**src/rtl/uart_pkg.sv**
```systemverilog
// uart_pkg: frame constants, FSM state encodings and parity decode shared by uart_tx and uart_rx.
// Latency: none, compile-time helpers and type definitions only.
// Backpressure: none.
package uart_pkg;

  // One-hot receiver/transmitter states; the *_IX constants index the hot bit.
  typedef enum logic [3:0] {
    ST_IDLE  = 4'b0001,
    ST_START = 4'b0010,
    ST_DATA  = 4'b0100,
    ST_STOP  = 4'b1000
  } uart_state_e;

  localparam int ST_IDLE_IX  = 0;
  localparam int ST_START_IX = 1;
  localparam int ST_DATA_IX  = 2;
  localparam int ST_STOP_IX  = 3;

  typedef enum logic [2:0] {
    PAR_NONE,
    PAR_ODD,
    PAR_EVEN,
    PAR_MARK,
    PAR_SPACE
  } parity_mode_e;

  // Clock cycles per bit on the line (integer division, truncates).
  function automatic int f_cntdiv(input int freq, input int baud);
    return freq / baud;
  endfunction

  // Parity parameter is an ASCII character: "N", "O", "E", "M" or "S".
  function automatic parity_mode_e f_parity_mode(input logic [7:0] p);
    case (p)
      "O":     return PAR_ODD;
      "E":     return PAR_EVEN;
      "M":     return PAR_MARK;
      "S":     return PAR_SPACE;
      default: return PAR_NONE;
    endcase
  endfunction

  // Bits shifted between start and stop: data plus the optional parity bit.
  function automatic int f_frame_bits(input int databits, input logic [7:0] parity);
    return databits + ((f_parity_mode(parity) != PAR_NONE) ? 1 : 0);
  endfunction

  // xor_all is the XOR over the data bits and the received parity bit.
  function automatic logic f_parity_err(input parity_mode_e mode,
                                        input logic         xor_all,
                                        input logic         pbit);
    case (mode)
      PAR_ODD:   return ~xor_all;
      PAR_EVEN:  return xor_all;
      PAR_MARK:  return ~pbit;
      PAR_SPACE: return pbit;
      default:   return 1'b0;
    endcase
  endfunction

endpackage

```
**src/rtl/uart_rx_sync.sv**
```systemverilog
// uart_rx_sync: 2-flop synchronizer for the serial line plus 1->0 fall detector.
// Latency: 2 clocks pad to O_rxd; O_fall is high in the first cycle O_rxd shows the new low level.
// Backpressure: none, free running.
//
// Ports:
//   I_clk   in   clock
//   I_rstn  in   asynchronous active-low reset
//   I_rxd   in   raw asynchronous serial line, idle high
//   O_rxd   out  synchronized line level
//   O_fall  out  one-cycle pulse on a synchronized high-to-low transition
module uart_rx_sync (
  input  logic I_clk,
  input  logic I_rstn,
  input  logic I_rxd,
  output logic O_rxd,
  output logic O_fall
);

  logic       r_meta;
  logic       r_sync;
  logic       r_prev;
  logic [2:0] r_fill;

  // The flops reset to the idle level. r_fill tracks which stages already
  // hold real line samples, so the reset value of r_prev can never pair with
  // a line that is already low at release and fake a fall.
  always_ff @(posedge I_clk or negedge I_rstn) begin
    if (!I_rstn) begin
      r_meta <= 1'b1;
      r_sync <= 1'b1;
      r_prev <= 1'b1;
      r_fill <= 3'b000;
    end else begin
      r_meta <= I_rxd;
      r_sync <= r_meta;
      r_prev <= r_sync;
      r_fill <= {r_fill[1:0], 1'b1};
    end
  end

  assign O_rxd  = r_sync;
  assign O_fall = r_fill[2] & r_prev & ~r_sync;

endmodule

```
**src/rtl/uart_rx.sv**
```systemverilog
// uart_rx: asynchronous serial receiver, mid-bit sampling, parity and stop-bit checking.
// Latency: strobe 3 + HALF + (DATABITS+P+1)*CNTDIV + 1 clocks after the start-bit edge at the pad.
// Backpressure: none; O_valid is a one-cycle strobe and the host must take it when it appears.
//
// Ports:
//   I_clk         in   clock
//   I_rstn        in   asynchronous active-low reset
//   I_rxd         in   serial line, asynchronous, idle high
//   O_data        out  last received word, LSB = first data bit on the line
//   O_valid       out  one-cycle strobe, O_data and the error flags update with it
//   O_parity_err  out  parity mismatch on the last frame (always 0 with no parity)
//   O_frame_err   out  stop bit sampled low on the last frame
//   O_busy        out  high whenever the receiver is not idle
module uart_rx
  import uart_pkg::*;
#(
  parameter int         FREQUENCY = 50000000,
  parameter int         BAUDRATE  = 9600,
  parameter int         DATABITS  = 8,
  parameter logic [7:0] PARITY    = "N",
  parameter real        STOPBITS  = 1.0
) (
  input  logic                I_clk,
  input  logic                I_rstn,
  input  logic                I_rxd,
  output logic [DATABITS-1:0] O_data,
  output logic                O_valid,
  output logic                O_parity_err,
  output logic                O_frame_err,
  output logic                O_busy
);

  localparam int           CNTDIV = f_cntdiv(FREQUENCY, BAUDRATE);
  localparam int           HALF   = CNTDIV / 2;
  localparam parity_mode_e PMODE  = f_parity_mode(PARITY);
  localparam int           NBITS  = f_frame_bits(DATABITS, PARITY);
  localparam int           CW     = $clog2(CNTDIV);

  localparam logic [CW-1:0] C_HALF     = CW'(HALF);
  localparam logic [CW-1:0] C_LAST     = CW'(CNTDIV - 1);
  localparam logic [3:0]    C_BIT_LAST = 4'(NBITS - 1);

  // Only the first stop bit is ever sampled; any further stop time is just
  // idle line, so STOPBITS affects nothing beyond this legality check.
  if (DATABITS < 5 || DATABITS > 9) begin : g_bad_databits
    $error("uart_rx: DATABITS must be in 5..9");
  end
  if (STOPBITS != 1.0 && STOPBITS != 1.5 && STOPBITS != 2.0) begin : g_bad_stopbits
    $error("uart_rx: STOPBITS must be 1.0, 1.5 or 2.0");
  end
  if (CNTDIV < 4) begin : g_bad_cntdiv
    $error("uart_rx: FREQUENCY/BAUDRATE must be at least 4");
  end

  logic w_rxd;
  logic w_fall;

  uart_rx_sync u_sync (
    .I_clk  (I_clk),
    .I_rstn (I_rstn),
    .I_rxd  (I_rxd),
    .O_rxd  (w_rxd),
    .O_fall (w_fall)
  );

  uart_state_e   r_state;
  uart_state_e   w_state_nxt;
  logic [CW-1:0] r_cnt;
  logic [3:0]    r_bitcnt;
  logic [NBITS-1:0] r_shift;

  logic w_cnt_clr;
  logic w_shift_en;
  logic w_stop_smp;
  logic w_par_err;

  logic [DATABITS-1:0] r_data;
  logic                r_valid;
  logic                r_perr;
  logic                r_ferr;

  always_ff @(posedge I_clk or negedge I_rstn) begin
    if (!I_rstn) begin
      r_state <= ST_IDLE;
    end else begin
      r_state <= w_state_nxt;
    end
  end

  // The counter is held at 0 in IDLE, so in START it has counted through
  // 0..HALF-1 when it reads HALF: that cycle is the mid-start-bit sample.
  // DATA and STOP restart from 0 and sample on the last count of each bit.
  always_comb begin
    w_state_nxt = r_state;
    w_cnt_clr   = 1'b0;
    w_shift_en  = 1'b0;
    w_stop_smp  = 1'b0;
    unique case (1'b1)
      r_state[ST_IDLE_IX]: begin
        w_cnt_clr = 1'b1;
        if (w_fall) begin
          w_state_nxt = ST_START;
        end
      end
      r_state[ST_START_IX]: begin
        if (r_cnt == C_HALF) begin
          w_cnt_clr = 1'b1;
          // A high line at mid-start means a glitch, not a frame.
          w_state_nxt = w_rxd ? ST_IDLE : ST_DATA;
        end
      end
      r_state[ST_DATA_IX]: begin
        if (r_cnt == C_LAST) begin
          w_cnt_clr  = 1'b1;
          w_shift_en = 1'b1;
          if (r_bitcnt == C_BIT_LAST) begin
            w_state_nxt = ST_STOP;
          end
        end
      end
      r_state[ST_STOP_IX]: begin
        if (r_cnt == C_LAST) begin
          w_cnt_clr   = 1'b1;
          w_stop_smp  = 1'b1;
          w_state_nxt = ST_IDLE;
        end
      end
      default: begin
        w_cnt_clr   = 1'b1;
        w_state_nxt = ST_IDLE;
      end
    endcase
  end

  // The parity bit, when present, is the last bit shifted in and lands in the MSB.
  assign w_par_err = f_parity_err(PMODE, ^r_shift, r_shift[NBITS-1]);

  always_ff @(posedge I_clk or negedge I_rstn) begin
    if (!I_rstn) begin
      r_cnt    <= '0;
      r_bitcnt <= '0;
      r_shift  <= '0;
    end else begin
      r_cnt <= w_cnt_clr ? '0 : r_cnt + 1'b1;
      if (r_state[ST_IDLE_IX]) begin
        r_bitcnt <= '0;
      end else if (w_shift_en) begin
        r_bitcnt <= r_bitcnt + 1'b1;
      end
      // LSB-first line order: shift right, new bit enters at the top.
      if (w_shift_en) begin
        r_shift <= {w_rxd, r_shift[NBITS-1:1]};
      end
    end
  end

  // Frames with errors are still delivered; the flags hold until the next strobe.
  always_ff @(posedge I_clk or negedge I_rstn) begin
    if (!I_rstn) begin
      r_data  <= '0;
      r_valid <= 1'b0;
      r_perr  <= 1'b0;
      r_ferr  <= 1'b0;
    end else begin
      r_valid <= w_stop_smp;
      if (w_stop_smp) begin
        r_data <= r_shift[DATABITS-1:0];
        r_perr <= w_par_err;
        r_ferr <= ~w_rxd;
      end
    end
  end

  assign O_data       = r_data;
  assign O_valid      = r_valid;
  assign O_parity_err = r_perr;
  assign O_frame_err  = r_ferr;
  assign O_busy       = ~r_state[ST_IDLE_IX];

endmodule

```
**config.mk**
```make
export PLATFORM = sky130hd
export DESIGN_NAME = uart_rx
export DESIGN_NICKNAME = d
export VERILOG_FILES = /design/src/rtl/uart_pkg.sv /design/src/rtl/uart_rx_sync.sv /design/src/rtl/uart_rx.sv
export SDC_FILE = /design/constraint.sdc
export NUM_CORES = 1
export LEC_CHECK = 0
export ABC_CLOCK_PERIOD_IN_PS = 1780
export BUFFER_PORTS_ARGS = -buffer_cell sky130_fd_sc_hd__buf_4
export CAP_MARGIN = 10
export CORE_MARGIN = 4
export CORE_UTILIZATION = 52
export CTS_CLUSTER_DIAMETER = 60
export DETAILED_ROUTE_END_ITERATION = 10
export GPL_TIMING_DRIVEN = 0
export PLACE_DENSITY = 0.73
export SETUP_SLACK_MARGIN = 0.15
export SLEW_MARGIN = 20
export SYNTH_ARGS = -nofsm -noshare
export SYNTH_HDL_FRONTEND = slang
export SYNTH_SLANG_ARGS = --single-unit
export TNS_END_PERCENT = 100
```
**constraint.sdc**
```tcl
create_clock -name I_clk -period 1.78 [get_ports I_clk]
set_input_delay 0.178 -clock I_clk [delete_from_list [all_inputs] [get_ports I_clk]]
set_output_delay 0.178 -clock I_clk [all_outputs]
set_load 0.02 [all_outputs]
```
# Yosys cells after proc, flatten, opt, wreduce, memory -nomap -nowiden
# Index checks and enable logic that the tools add are counted.
# word_totals
input_bits	3
output_inout_bits	12
memories	0
latchBits	0
wordCells	37
ram_bits	0
register_bits	45
mem_bits_ro	0
# op_classes
add_sub_neg	2
n_mul	0
order_cmp	0
shifts	0
n_mux	15
bitwise	4
div	0
n_reduce_logical	2
n_eq_ne	3
# ops
cell	n
2-to-1 mux 4 bit	5
case mux 4 bit (4 select lines)	1
adder 13 x 1 -> 13 bit, second input constant	1
== test 13 x 12 -> 1 bit, second input constant	1
== test 13 bit, second input constant	1
2-to-1 mux 13 bit	1
2-to-1 mux 3 bit	2
adder 4 x 1 -> 4 bit, second input constant	1
== test 4 x 3 -> 1 bit, second input constant	1
2-to-1 mux 1 bit	4
AND 1 bit	2
2-to-1 mux 2 bit	1
inverter 1 bit	2
case mux 1 bit (2 select lines)	1
nonzero test 2 bit	1
OR reduction 2 bit	1

# Logic depth before layout (Yosys ltp)
# Gate-level depths: netlist of run 1.
# logic_depth
depth_word	5
depth_mapped	7
ltp_nobuf	6

# Modules after synthesis
# A second synthesis of run 1 with hierarchy kept.
# unflattened
hier_cells	166
area_unflattened_um2	1998.2
# by_module_without_submodules
mod	area_each_um2	n_inst	cells_per_inst
uart_rx	1831.8	1	158
uart_rx_sync	166.4	1	8

# Worst setup path after synthesis of run 1
# No wires, ideal clock.
# synth_timing
path_type	flip-flop to flip-flop
start	reg r_cnt[0]
end	reg r_cnt[10]
arrival_time_ns	1.840
path_stages_with_launch	8
t_required_ns	1.661
path_slack_ns	-0.179
synth_period_minus_slack_ns	1.959
path_cell_list	dfrtp_1 inv_1 ha_1 or4bb_1 or4_1 o211ai_2 buf_4 nor2_1
# synth_between
elab_chain_cells	4
word_cells_on_any_way	7
# synth_lines
element	line	text
start, declared	uart_rx.sv:68	logic [CW-1:0] r_cnt;
start signal, assigned	uart_rx.sv:144	r_cnt <= w_cnt_clr ? '0 : r_cnt + 1'b1;
branches (longest 3 deep; another with adder 13 x 1 -> 13 bit)	--	
2-to-1 mux 13 bit *	uart_rx.sv:144	
# Every way passes the cells marked *.
# A chain may end at the register's enable or synchronous reset.

# Final worst setup path of run 1
# layout_timing
start	reg r_cnt[1]
end	reg r_cnt[7]
# The elaborated chain is that of the path after synthesis.

==> out/summary.md, run 1 <==
The number of H-tree levels came out at 2. The finished layout holds 263 standard cells, fillers aside. The logs give 2.62 mW for the total power and 920 µm² for the multi-input combinational cell area. The number of cell instances on the worst register-to-register path came out at 7. The run finished, with violations left.

The path class of the tightest hold or removal check is reg -> reg. Final max-slew violation count: 0. After synthesis, flip-flops and latches occupy 58.2% of the total area.

Synthesis inferred 45 register bits. The first global-routing pass estimated 7820 µm of wire. Fill cells in the final layout number 210. Power spread over the standard cell area amounts to 966 nW/µm².

The count of maximum capacitance violations is 0. Data arrives at the worst endpoint at 2130 ps. The synthesized netlist contains 36 unique library cells. Setup slack on the worst reg-to-reg path comes out at -160 ps.

sky130_fd_sc_hd__dfrtp_1 takes more of the synthesized area than any other cell. By count the netlist is led by sky130_fd_sc_hd__dfrtp_1 (41), sky130_fd_sc_hd__nor2_1 (19), sky130_fd_sc_hd__mux2_2 (13). In this run the standard cell core region covers 3470 µm². Combinational logic burns 30.0% of the power. Prior to clock tree synthesis, the placed netlist has a worst setup slack of -298 ps. The worst setup path is captured at a flip-flop.

The number of standard cells after synthesis came out at 166. For the pin with the worst max-slew slack, the measured transition is 544 ps. Internal power comes to 1.81 mW. For the number of buffers added by the clock tree synthesis step, the log shows 5.

Headroom to the max-slew limit came out at 63.8%. Of the post-synthesis cell area, the dominant cell type holds 52.8%. The overall routing resource usage is 20.5%, and the part of the power in registers is 45.6%.

The detailed router's first-iteration violation count was 127; the antenna diode count was 0. Once the floorplan was initialized, standard cells occupied 56.0% of the core. The tools report the fraction of power consumed by the clock network as 24.3%. In the post-synthesis netlist, the biggest area contributors are sky130_fd_sc_hd__dfrtp_1 (53%), sky130_fd_sc_hd__mux2_2 (7.5%), sky130_fd_sc_hd__dfstp_2 (5.4%), sky130_fd_sc_hd__nor2_1 (3.7%), sky130_fd_sc_hd__xnor2_1 (3.6%). For this run, the leading register cell type out of synthesis is sky130_fd_sc_hd__dfrtp_1. In the synthesized netlist the async set-or-reset flop fraction comes to 100%.

Required time of the critical path: 1970 ps. When the netlist entered floorplanning its net count stood at 172. Setup repair after global routing could not meet its margin everywhere. The logs give 0 for the DRC violation count after routing and 1130 µm² for the area used by sequential logic in the layout. Net switching is 31.0% of the power. In the finished design, the share of the clock period the worst path needs comes to 109%. The run gives 2 as the buffer levels on the longest clock path.

Count of nets left with antenna violations after detail routing: 0. The critical path starts at r_cnt[1]. The initialized floorplan defines 21 standard-cell rows. Kind of start point of the critical path: a flip-flop. CTS saw 45 sinks. For the final database, setup skew stands at 6.13 ps. Clock-pin slew was measured on the worst setup and hold paths at 80 ps. The logs give 300 ps for the worst-skew pair later-pin latency and 222 for the net total in the final layout.

Input and output buffers added on the ports amount to 13. sky130_fd_sc_hd__dfrtp_1 is the most common cell in the netlist. In this run the cell area of the synthesized design comes to 1940 µm². Including well taps, the total number of placed cells is 225. The first detailed-routing pass took 4 iterations. The average instance in the mapped netlist occupies 11.7 µm².

After detailed routing, the average wire length per cell comes to 18.3 µm. The startpoint identified for the worst register-to-register timing path is r_cnt[1]. The fmax is 516 MHz, and the layout cell share with drive strength beyond 1 is 48.4%. The worst reg2reg path endpoint was r_cnt[7]. The root buffer selected by CTS is sky130_fd_sc_hd__clkbuf_8. From left edge to right edge, the die measures 69.1 µm. 15 I/O pins were placed. The final layout contains routed wiring with a total length of 4810 µm. VDD sags by at most 0.639 mV. TritonCTS built the clock tree. Initial antenna violation count: 0. The minimum setup slack in the final design came out at -157 ps. Summed over all nets, the switching power comes to 0.813 mW.

Setup violations remaining at the end of the flow were counted as 27. The worst setup path is of the reg -> reg kind. Once detailed placement completed, the half-perimeter wirelength came to 2450 µm. The total overflow left after global routing is 0.

The worst path in the final design needs a cycle of 1940 ps, including I/O delays and setup. Final weighted congestion in routability-driven placement: 0.793. Along the worst path, the maximum fanout reaches 5. The final reports fail on negative setup slack.

The die covers 4780 µm². The average via count per standard cell came out at 5.68. Yosys printed 0 warnings. Relative to the synthesized area, the layout overhead comes to 39.7%. Yosys mapped a number of flops with a built-in enable equal to 0.

The termination of the worst setup path is r_cnt[7]. Detailed routing inserted a total of 1493 vias. From bottom edge to top edge, the die measures 69.1 µm. For the via count of the first global-routing pass, the log shows 1597.

The largest net degree at the start of global routing is 46. Final hold violation count: 0. The analysis attributes to cell leakage a power of 1.26 nW.
-- placed cells by master, fill, tap and decap left out, types with 4 or more instances in the layout --
master,instances
sky130_fd_sc_hd__nor3_1,6
sky130_fd_sc_hd__nor2_1,14
sky130_fd_sc_hd__mux2_4,12
sky130_fd_sc_hd__xnor2_1,8
sky130_fd_sc_hd__nor2_2,5
sky130_fd_sc_hd__dfrtp_1,38
sky130_fd_sc_hd__dfstp_2,4
sky130_fd_sc_hd__inv_1,8
sky130_fd_sc_hd__nand3_1,10
sky130_fd_sc_hd__mux2_2,4
sky130_fd_sc_hd__buf_6,10
sky130_fd_sc_hd__buf_4,32
sky130_fd_sc_hd__clkbuf_8,7
-- power groups by stage --
stage | Sequential (mW) | Combinational (mW) | Clock, mW
floorplan | 1.20 | 0.271 | 0
global placement | 1.22 | 0.346 | 0
detailed placement | 1.23 | 0.364 | 0
CTS | 1.19 | 0.713 | 0.645
global route | 1.21 | 0.841 | 0.702
finish | 1.20 | 0.787 | 0.638
-- state kept, by name (all words and copies together), names as in the netlist --
signal / count
O_valid: 1
u_sync.r_fill: 3
O_frame_err: 1
u_sync.r_prev: 1
O_data: 8
u_sync.O_rxd: 1
r_shift: 8
r_cnt: 13
r_state: 4
u_sync.r_meta: 1
r_bitcnt: 4
-- routing by layer --
metal | up-vias | wire (µm) | GRT usage [%]
li1 | 663 | - | -
met1 | 758 | 2090 | 27.0
met2 | 52 | 2280 | 30.1
met3 | 20 | 243 | 5.38
met4 | 0 | 201 | 12.8
met5 | - | 0 | 0
-- through the flow --
step	setup TNS [ps]	area, µm²	util (%)	hold slack (ps)
6_report	-2880	2710	78.2	362
5_1_grt	-4350	2710	78.2	375
4_1_cts	-3880	2620	75.6	361
3_5_place_dp	-5550	2120	61.3	203
3_3_place_gp	-4920	2120	61.3	194
2_1_floorplan	-1850	1970	-	-118
-- worst min path at each step --
| stage | startpoint | to | slack (ps) | cells after the start |
|---|---|---|---|---|
| after detailed placement | I_rstn | r_bitcnt[1] | 200 | 1 |
| after global placement | I_rstn | r_bitcnt[0] | 190 | 1 |
| after global routing | u_sync.r_meta | u_sync.O_rxd | 370 | 0 |
| after CTS | u_sync.r_fill[0] | u_sync.r_fill[1] | 360 | 0 |
| final | u_sync.r_fill[0] | u_sync.r_fill[1] | 360 | 0 |
| after floorplan | I_rstn | O_data[0] | -120 | 0 |
-- cell families (layout without fill, tap and decap cells) --
group	count (synthesis)	after routing	synth area share, %
XOR/XNOR	12	12	5.41
buffers and inverters	17	68	4.19
flip-flops	45	45	58.2
AND/OR/NAND/NOR	59	59	16.4
other	2	2	0.386
multiplexers	17	17	9.79
adder cells (fa/ha/maj)	3	3	1.93
AO/OA/AOI/OAI	11	11	3.67
-- cell type report --
type,instances,area share (%)
buffer,7,3.23
clock buffer,5,2.54
clock inverter,3,0.830
inverter,10,1.38
multi-input combinational,104,33.9
sequential,45,41.8
tap,46,2.12
timing repair buffer,43,14.2
-- critical path, stage by stage, from the launching register on --
cell,delay (ps)
sky130_fd_sc_hd__dfrtp_1,420
sky130_fd_sc_hd__inv_2,90
sky130_fd_sc_hd__ha_4,120
sky130_fd_sc_hd__or4bb_1,390
sky130_fd_sc_hd__or4_4,460
sky130_fd_sc_hd__o211ai_4,140
sky130_fd_sc_hd__buf_6,170
sky130_fd_sc_hd__nor2_1,50
-- timing repair --
item	4_1_cts	5_1_grt
setup endpoints to repair	38	37
setup buffers	20	5
gates cloned	3	0
hold endpoints to repair	42	0
gates resized for setup	46	18
pin swaps	16	12
hold buffers	2	0
Power figures use the tool's default switching activity.
==> run 2: changes to the inputs <==
PLACE_DENSITY = 0.79   (was 0.73)
==> run 2 against run 1 <==
Compared with the run above: the flow still finishes with violations (negative setup slack); non-clock buffer count fell by 11; final cell count fell by 4.2%; clock-buffer cell count rose by 1; clock skew rose by 4.6 ps; critical path type unchanged.
==> out/summary.md, run 2 (synthesis gave the netlist of run 1 again) <==
The post-route netlist has 41.7% of its cells at a drive strength greater than 1. Of the total power, registers draw 50.2%. Between clock sinks in the finished design, the worst skew comes to 10.7 ps. In this run the worst path has a maximum fanout of 5. Number of detailed-routing iterations run before antenna repair: 5. At the pin with the least slew margin, the transition time is 538 ps. The floorplan step defined a die boundary enclosing 4780 µm².

In this run the critical register-to-register path is captured at r_cnt[6]. After detailed routing, the average wire length per cell comes to 17.7 µm. Walking the worst path, the cells encountered are inv_1 > ha_2 > or4bb_1 > or4_4 > o211ai_4 > buf_6 > nor2_2. The average via count per standard cell works out to 5.73. The post-synthesis to final-layout area growth came out at 30.6%. The final reports fail on negative setup slack. The number of cell instances on the worst register-to-register path was 7. Count of buffering cells on the critical path with inverters included: 2. Once layout is done, the placed cells without fillers occupy 2540 µm².

Most flop-heavy register: r_cnt. The detailed placer's ending HPWL was 2560 µm. The net total in the final layout is 211. The buffer levels on the longest clock path is 2. Summed over all layers, the routed wires come to 4450 µm. Dividing total power by cell area gives a power density of 942 nW/µm². STA classifies the critical path endpoint as a flip-flop.

During placement, the flow inserted port buffers numbering 13. The worst path uses 115% of the clock period. The run finished, with violations left. The y dimension of the die was 69.1 µm. The required time of the critical path is 1970 ps, and the clock slew seen by the registers of the worst setup and hold paths is 80 ps. Global routing consumed, over all layers together, 19.4% of the routing resources. For the fraction of power consumed by the clock network, the log shows 25.7%. The highest-delay cell along the critical path is sky130_fd_sc_hd__or4bb_1.

The tools report the fmax as 490 MHz. Net switching is 30.6% of the power. Measured against its own limit, the worst slew margin works out to 64.1%. The worst hold path begins at u_sync.r_fill[0]. The sequential cells in the finished layout cover a total of 1130 µm².

After floorplanning, the core was divided into 21 placement rows. The worst-case IR drop observed on VDD is 0.671 mV. The first global-routing pass estimated 7360 µm of wire. For this run, design rule violations remaining after detail routing come to 0. The tools report the via count of the first global-routing pass as 1526.

The largest net degree at the start of global routing came out at 46. The classification of the worst-slack hold path is reg -> reg. Summed over all cells, the static leakage comes to 1.19 nW. The most common library cell in the layout ignoring fill and taps is sky130_fd_sc_hd__dfrtp_1. In this run, placement finished with an instance count of 225.

Across all register-to-register paths, the minimum setup slack is -260 ps. Root buffer selected by CTS: sky130_fd_sc_hd__clkbuf_8. The logs give 15 for the top-level port count and 56.0% for the starting density of the core. Post-placement cell area: 2120 µm².

The initial antenna violation count was 0; the detailed router's first-iteration violation count was 131. Setup repair after global routing could not meet its margin everywhere. The logs give -262 ps for the minimum setup slack in the final design and 0.900 for the final weighted congestion in routability-driven placement. The path with the worst hold slack has its endpoint at u_sync.r_fill[1]. The portion of total power attributed to combinational logic was 24.1%.

The antenna diode count was 0; the layout filler cell count was 231. The internal portion of the total power is 1.66 mW. The tools report the reg-to-reg critical path startpoint as r_cnt[0]. The multi-input combinational cells in the finished layout cover a total of 861 µm². For this run, the slowest stage of the critical path takes 470 ps. The run gives 300 ps as the worst-skew pair later-pin latency. For the worst setup path, the data arrival time is 2230 ps. The number of flip-flops under the largest register name works out to 13. After layout, the minimum clock period comes to 2040 ps. The core region is 3470 µm². After global routing the overflow that remains totals 0. STA classifies the critical path startpoint as a flip-flop. The worst hold path passes through 0 cells. The final cell count without fillers is 252. The final max-slew violation count was 0; the count of nets left with antenna violations after detail routing was 0. For the total number of vias, the log shows 1445.

Leaving out fill and tap cells, the most frequent cells in the layout are sky130_fd_sc_hd__dfrtp_1 (38), sky130_fd_sc_hd__buf_4 (26), sky130_fd_sc_hd__nor2_1 (13), sky130_fd_sc_hd__inv_1 (10), sky130_fd_sc_hd__nand3_1 (10). TritonCTS built the clock tree. The number of sinks driven by the clock tree came out at 45. For the final hold violation count, the log shows 0.

The number of H-tree levels is 2, and the count of final setup violators is 27. Summed over all nets, the switching power comes to 0.732 mW. The cell class contributing the biggest share of worst-path delay is simple AND/OR/NAND/NOR gates.

By startpoint and endpoint, the worst setup path is classified as reg -> reg. Max-cap violations in this run came to 0. The width of the die was 69.1 µm.

For the number of buffers added by the clock tree synthesis step, the log shows 5.
-- run 2: cell types whose count changed in the layout (fill, tap and decap cells not counted), sizes merged --
cell	delta
buf	-12
clkinvlp	-3
clkbuf	+2
clkinv	+2
-- run 2: cell type report --
| type | instances | area share, % |
|---|---|---|
| buffer | 7 | 2.76 |
| clock buffer | 6 | 2.86 |
| clock inverter | 2 | 0.394 |
| inverter | 10 | 1.48 |
| multi-input combinational | 104 | 33.9 |
| sequential | 45 | 44.7 |
| tap | 46 | 2.27 |
| timing repair buffer | 32 | 11.6 |
-- run 2: how the worst max path moves through the flow --
stage                        start   endpoint  slack, ps  cells after the start
after floorplan           r_cnt[0]  r_cnt[10]       -140                      7
after global placement    r_cnt[0]   r_cnt[9]       -250                      7
after detailed placement  r_cnt[0]   r_cnt[0]       -300                      7
after CTS                 r_cnt[0]  r_cnt[10]       -220                      7
after global routing      r_cnt[1]  r_cnt[10]       -320                      7
final                     r_cnt[0]   r_cnt[6]       -260                      7
-- run 2: timing repair --
| action | in CTS | in global routing |
|---|---|---|
| hold endpoints to repair | 42 | 0 |
| endpoints found under the setup margin | 38 | 37 |
| hold buffers | 2 | 0 |
| gates resized for setup | 25 | 12 |
| pin swaps | 3 | 4 |
| cloned | 2 | 1 |
| buffers inserted | 11 | 3 |
-- run 2: through the flow --
stage | util (%) | setup TNS (ps) | setup slack, ps | power (mW) | hold slack [ps]
after floorplan | - | -1850 | -138 | 1.47 | -118
after global placement | 61.3 | -4440 | -254 | 1.56 | 190
after detailed placement | 61.3 | -6030 | -299 | 1.59 | 204
after CTS | 70.7 | -3880 | -224 | 2.29 | 356
after global routing | 73.2 | -6640 | -323 | 2.51 | 367
final | 73.2 | -4860 | -262 | 2.39 | 353
-- run 2: routing by layer --
| metal | wire [µm] | track usage (%) |
|---|---|---|
| met4 | 142 | 9.54 |
| met3 | 239 | 5.38 |
| met2 | 2160 | 32.0 |
| met1 | 1910 | 23.1 |
| met5 | 0 | 0 |
-- run 2: power by group through the flow --
stage / Clock (mW) / Combinational (mW) / Sequential, mW
CTS: 0.616 / 0.480 / 1.19
floorplan: 0 / 0.271 / 1.20
detailed placement: 0 / 0.360 / 1.23
global route: 0.666 / 0.633 / 1.21
global placement: 0 / 0.345 / 1.22
finish: 0.614 / 0.576 / 1.20
==> run 3: changes to the inputs <==
ABC_AREA = 1   (was not set)
CORE_UTILIZATION = 53   (was 52)
PLACE_DENSITY = 0.8   (was 0.79)
==> run 3 against run 2 <==
Compared with the run above: the run now ends clean; clock skew decreased by 5.3 ps; worst hold slack improved by 3.4 ps; core utilization decreased by 9.3 points; routed wire length decreased by 15%; via count increased by 12%; total power decreased by 2.0%; non-clock buffer count decreased by 20; cell area decreased by 5.1%; fmax increased by 34%; combinational power decreased by 15%.
==> out/summary.md, run 3 <==
The kind of start point of the critical path was a flip-flop. Entering global routing, the biggest net connects 46 pins. Count of maximum capacitance violations: 0. Number of flip-flops under the largest register name: 13. Internal power comes to 1.58 mW.

The run gives 2 as the number of H-tree levels. The DRC violation count after routing was 0; the final global-route overflow total was 0. After the last flow step, the layout net total stands at 282. The fraction of power consumed by the clock network was 26.7%; the portion of total power attributed to combinational logic was 20.9%. Subtracting the final worst setup slack from the clock period gives 1530 ps. In this run the biggest area consumer among cell types represents 48.3% of the synthesized area.

For this design the total switching power over the nets is 0.760 mW. The y dimension of the die came out at 71.3 µm. The worst register-to-register path begins at r_cnt[1]. The run gives 6690 µm as the global-route wire length before repair.

For the worst setup path, the data arrival time is 1710 ps. Setup violations remaining at the end of the flow were counted as 0. Setup repair after global routing left no endpoint under its margin. Counting instances, the worst hold path has a depth of 0. Once detailed placement completed, the half-perimeter wirelength came to 2590 µm. The classification of the worst-slack hold path was reg -> reg. Width of the die: 71.3 µm.

In this run the most critical hold path is launched from u_sync.r_fill[1]. The tree is rooted in a sky130_fd_sc_hd__clkbuf_8. Dominant cell type by area after synthesis: sky130_fd_sc_hd__dfrtp_1. After the first detailed-routing iteration, the DRC count stood at 107.

The count of nets left with antenna violations after detail routing is 0, and the starting density of the core is 56.3%. Summing over every cut layer, the via total after detailed routing is 1625. The final clock period utilization by the worst path was 85.7%; the overall routing resource usage was 16.5%. Final hold analysis gives a worst-case slack of 356 ps. The class of the most critical setup path is reg -> reg. The worst-skew pair later-pin latency is 300 ps, and the reg2reg setup slack is 250 ps.

The number of standard cells after synthesis was 253; the final weighted congestion in routability-driven placement was 0.883. The per-instance average area after synthesis came out at 8.39 µm². The worst setup path is captured at a flip-flop. The logs give 26 for the distinct cell type count of the synthesized netlist and 1.28 nW for the reported leakage power. The count of flip-flops with a built-in enable after synthesis is 0. The synthesized netlist occupies a cell area of 2120 µm². The number of warnings reported in the yosys synthesis log was 0; the synthesized netlist net count was 259. Static timing analysis puts the maximum clock frequency at 656 MHz. The tools report the area of the core as 3770 µm².

Of the total power, the share spent switching nets is 32.4%. The final hold violation count is 0. The run gives 1505 as the via count of the first global-routing pass. The run gives 0.864 mV as the maximum ir drop on the vdd rail. The number of antenna diodes in the final layout is 0. The top-level port count was 15; the worst slew margin relative to its limit was 63.6%. The run gives 5080 µm² as the full die area. The worst reg2reg path endpoint is r_shift[7]. The number of cell instances on the worst register-to-register path was 10; the layout cell share with drive strength beyond 1 was 17.3%.

For the required time of the critical path, the log shows 1970 ps. The run finished with clean final reports. The most used flip-flop cell after synthesis is sky130_fd_sc_hd__dfrtp_1.

The worst min-delay path endpoint was u_sync.r_fill[2]. Clock-pin slew was measured on the worst setup and hold paths at 80 ps. At the pin with the least slew margin, the transition time is 546 ps. The number of detailed-routing iterations run before antenna repair is 4, and the largest driver fanout on the critical path is 8. Most common library cell in the layout ignoring fill and taps: sky130_fd_sc_hd__nand2_1. The area growth from synthesis to layout is 13.4%. Sorting the synthesized cells by area gives the leading types as sky130_fd_sc_hd__dfrtp_1 (48%), sky130_fd_sc_hd__nand2_1 (17%), sky130_fd_sc_hd__dfstp_2 (4.9%), sky130_fd_sc_hd__nor2_1 (4.8%), sky130_fd_sc_hd__inv_1 (3.4%). Setup total negative slack on the finished layout was measured at 0 ps. TritonCTS built the clock tree. Most flop-heavy register: r_cnt. The final max-slew violation count was 0; the number of synthesized register bits was 45.

For the layout filler cell count, the log shows 313. The tools report the part of the power in registers as 52.4%. The sequential element share of the synthesized area was 53.3%; the initial antenna violation count was 0. Across the routed clock network, the largest skew measured is 5.49 ps. For this block, the routed nets add up to 3780 µm of wire. Dividing the detail-routed via count by the number of cells gives 5.00. In the layout the commonest cells are sky130_fd_sc_hd__nand2_1 (94), sky130_fd_sc_hd__dfrtp_1 (41), sky130_fd_sc_hd__nor2_1 (27), sky130_fd_sc_hd__inv_1 (19), sky130_fd_sc_hd__buf_4 (15).

The commonest cells after synthesis are sky130_fd_sc_hd__nand2_1 (94), sky130_fd_sc_hd__dfrtp_1 (41), sky130_fd_sc_hd__nor2_1 (27). Counting every sink on the clock net gives 45. In this run, CTS created clock tree buffers numbering 5. After synthesis, the share of flip-flops with an asynchronous set or reset is 100%.

In the final routed layout, each cell accounts on average for 11.6 µm. The tools report the buffer levels on the longest clock path as 2. By instance count, the leading cell after synthesis is sky130_fd_sc_hd__nand2_1. Buffers placed on the I/O ports in this run total 13. The number of rows created at floorplan was 22; the power density of the placed cells was 972 nW/µm².
run 3: cell types whose count changed after synthesis, moves of 5 or more:
cell                      before  now
sky130_fd_sc_hd__mux2_2       13    0
sky130_fd_sc_hd__inv_2         0    5
sky130_fd_sc_hd__xnor2_1       8    1
sky130_fd_sc_hd__nor2_1       19   27
sky130_fd_sc_hd__nand2_1       6   94
sky130_fd_sc_hd__inv_1        10   19
sky130_fd_sc_hd__nand4_1       2   11
run 3: worst max-delay path, stage by stage, from the launching register on:
cell	delay [ps]
sky130_fd_sc_hd__dfrtp_1	420
sky130_fd_sc_hd__ha_4	180
sky130_fd_sc_hd__nand2_2	90
sky130_fd_sc_hd__inv_2	70
sky130_fd_sc_hd__nand2_2	50
sky130_fd_sc_hd__nor2_4	130
sky130_fd_sc_hd__nand2_4	100
sky130_fd_sc_hd__inv_2	100
sky130_fd_sc_hd__nand2_2	110
sky130_fd_sc_hd__nand2_1	90
sky130_fd_sc_hd__nand2_1	60
run 3: area by class of cell:
| cell class | instances | area [µm²] | area share [%] |
|---|---|---|---|
| inverters | 25 | 93.8 | 3.90 |
| repair buffers | 16 | 125 | 5.19 |
| clock buffers | 6 | 72.6 | 3.01 |
| plain buffers | 3 | 23.8 | 0.987 |
| flip-flops and latches | 45 | 1130 | 47.0 |
| well taps | 48 | 60.1 | 2.49 |
| multi-input cells | 180 | 887 | 36.8 |
| clock inverters | 2 | 15.0 | 0.623 |
run 3: cell families (layout without fill, tap and decap cells):
logic type	Yosys count	after routing	synth area share, %
adders and majority gates	3	3	1.77
DFF	45	45	53.3
xor gates and xnor gates	6	6	2.47
and+or+nand+nor	163	163	35.1
AOI/OAI and AO/OA	6	6	1.53
other	2	2	0.354
buffers and inverters	28	52	5.54
run 3: how the worst max path moves through the flow:
| stage | start | endpoint | slack [ps] | depth (start not counted) |
|---|---|---|---|---|
| after global placement | r_cnt[0] | r_cnt[3] | 200 | 9 |
| after floorplan | r_cnt[0] | r_shift[1] | 350 | 10 |
| final | r_cnt[1] | r_shift[7] | 250 | 10 |
| after CTS | r_cnt[0] | r_shift[7] | 150 | 10 |
| after global routing | r_cnt[1] | r_shift[3] | 140 | 10 |
| after detailed placement | r_cnt[0] | r_cnt[9] | 170 | 9 |
run 3: repair_timing:
| action | CTS | global route |
|---|---|---|
| hold buffers | 2 | 0 |
| gates resized for setup | 1 | 1 |
| hold endpoints to repair | 42 | 0 |
| endpoints found under the setup margin | 9 | 28 |
| setup buffers | 0 | 1 |
run 3: power by group through the flow:
stage	clock, mW	combinational, mW	sequential [mW]
after floorplan	0	0.338	1.22
after detailed placement	0	0.444	1.24
after CTS	0.633	0.451	1.22
after global placement	0	0.426	1.24
after global routing	0.693	0.555	1.24
final	0.625	0.489	1.23
run 3: routing by layer:
layer  up-vias  part of all wire [%]  track usage [%]
met1       763                    48             22.4
met2        25                    47             25.7
li1        832                     -                -
met4         0                   1.7             6.26
met3         5                   3.9             4.21
met5         -                     0                0
run 3: through the flow:
stage	instances	utilization [%]	instance area, µm²	total power, mW	setup slack (ps)
finish	325	63.9	2410	2.34	255
global route	325	63.9	2410	2.49	137
CTS	324	63.4	2390	2.31	155
detailed placement	314	60.5	2280	1.68	168
global placement	314	60.5	2280	1.66	204
floorplan	253	-	2120	1.55	354
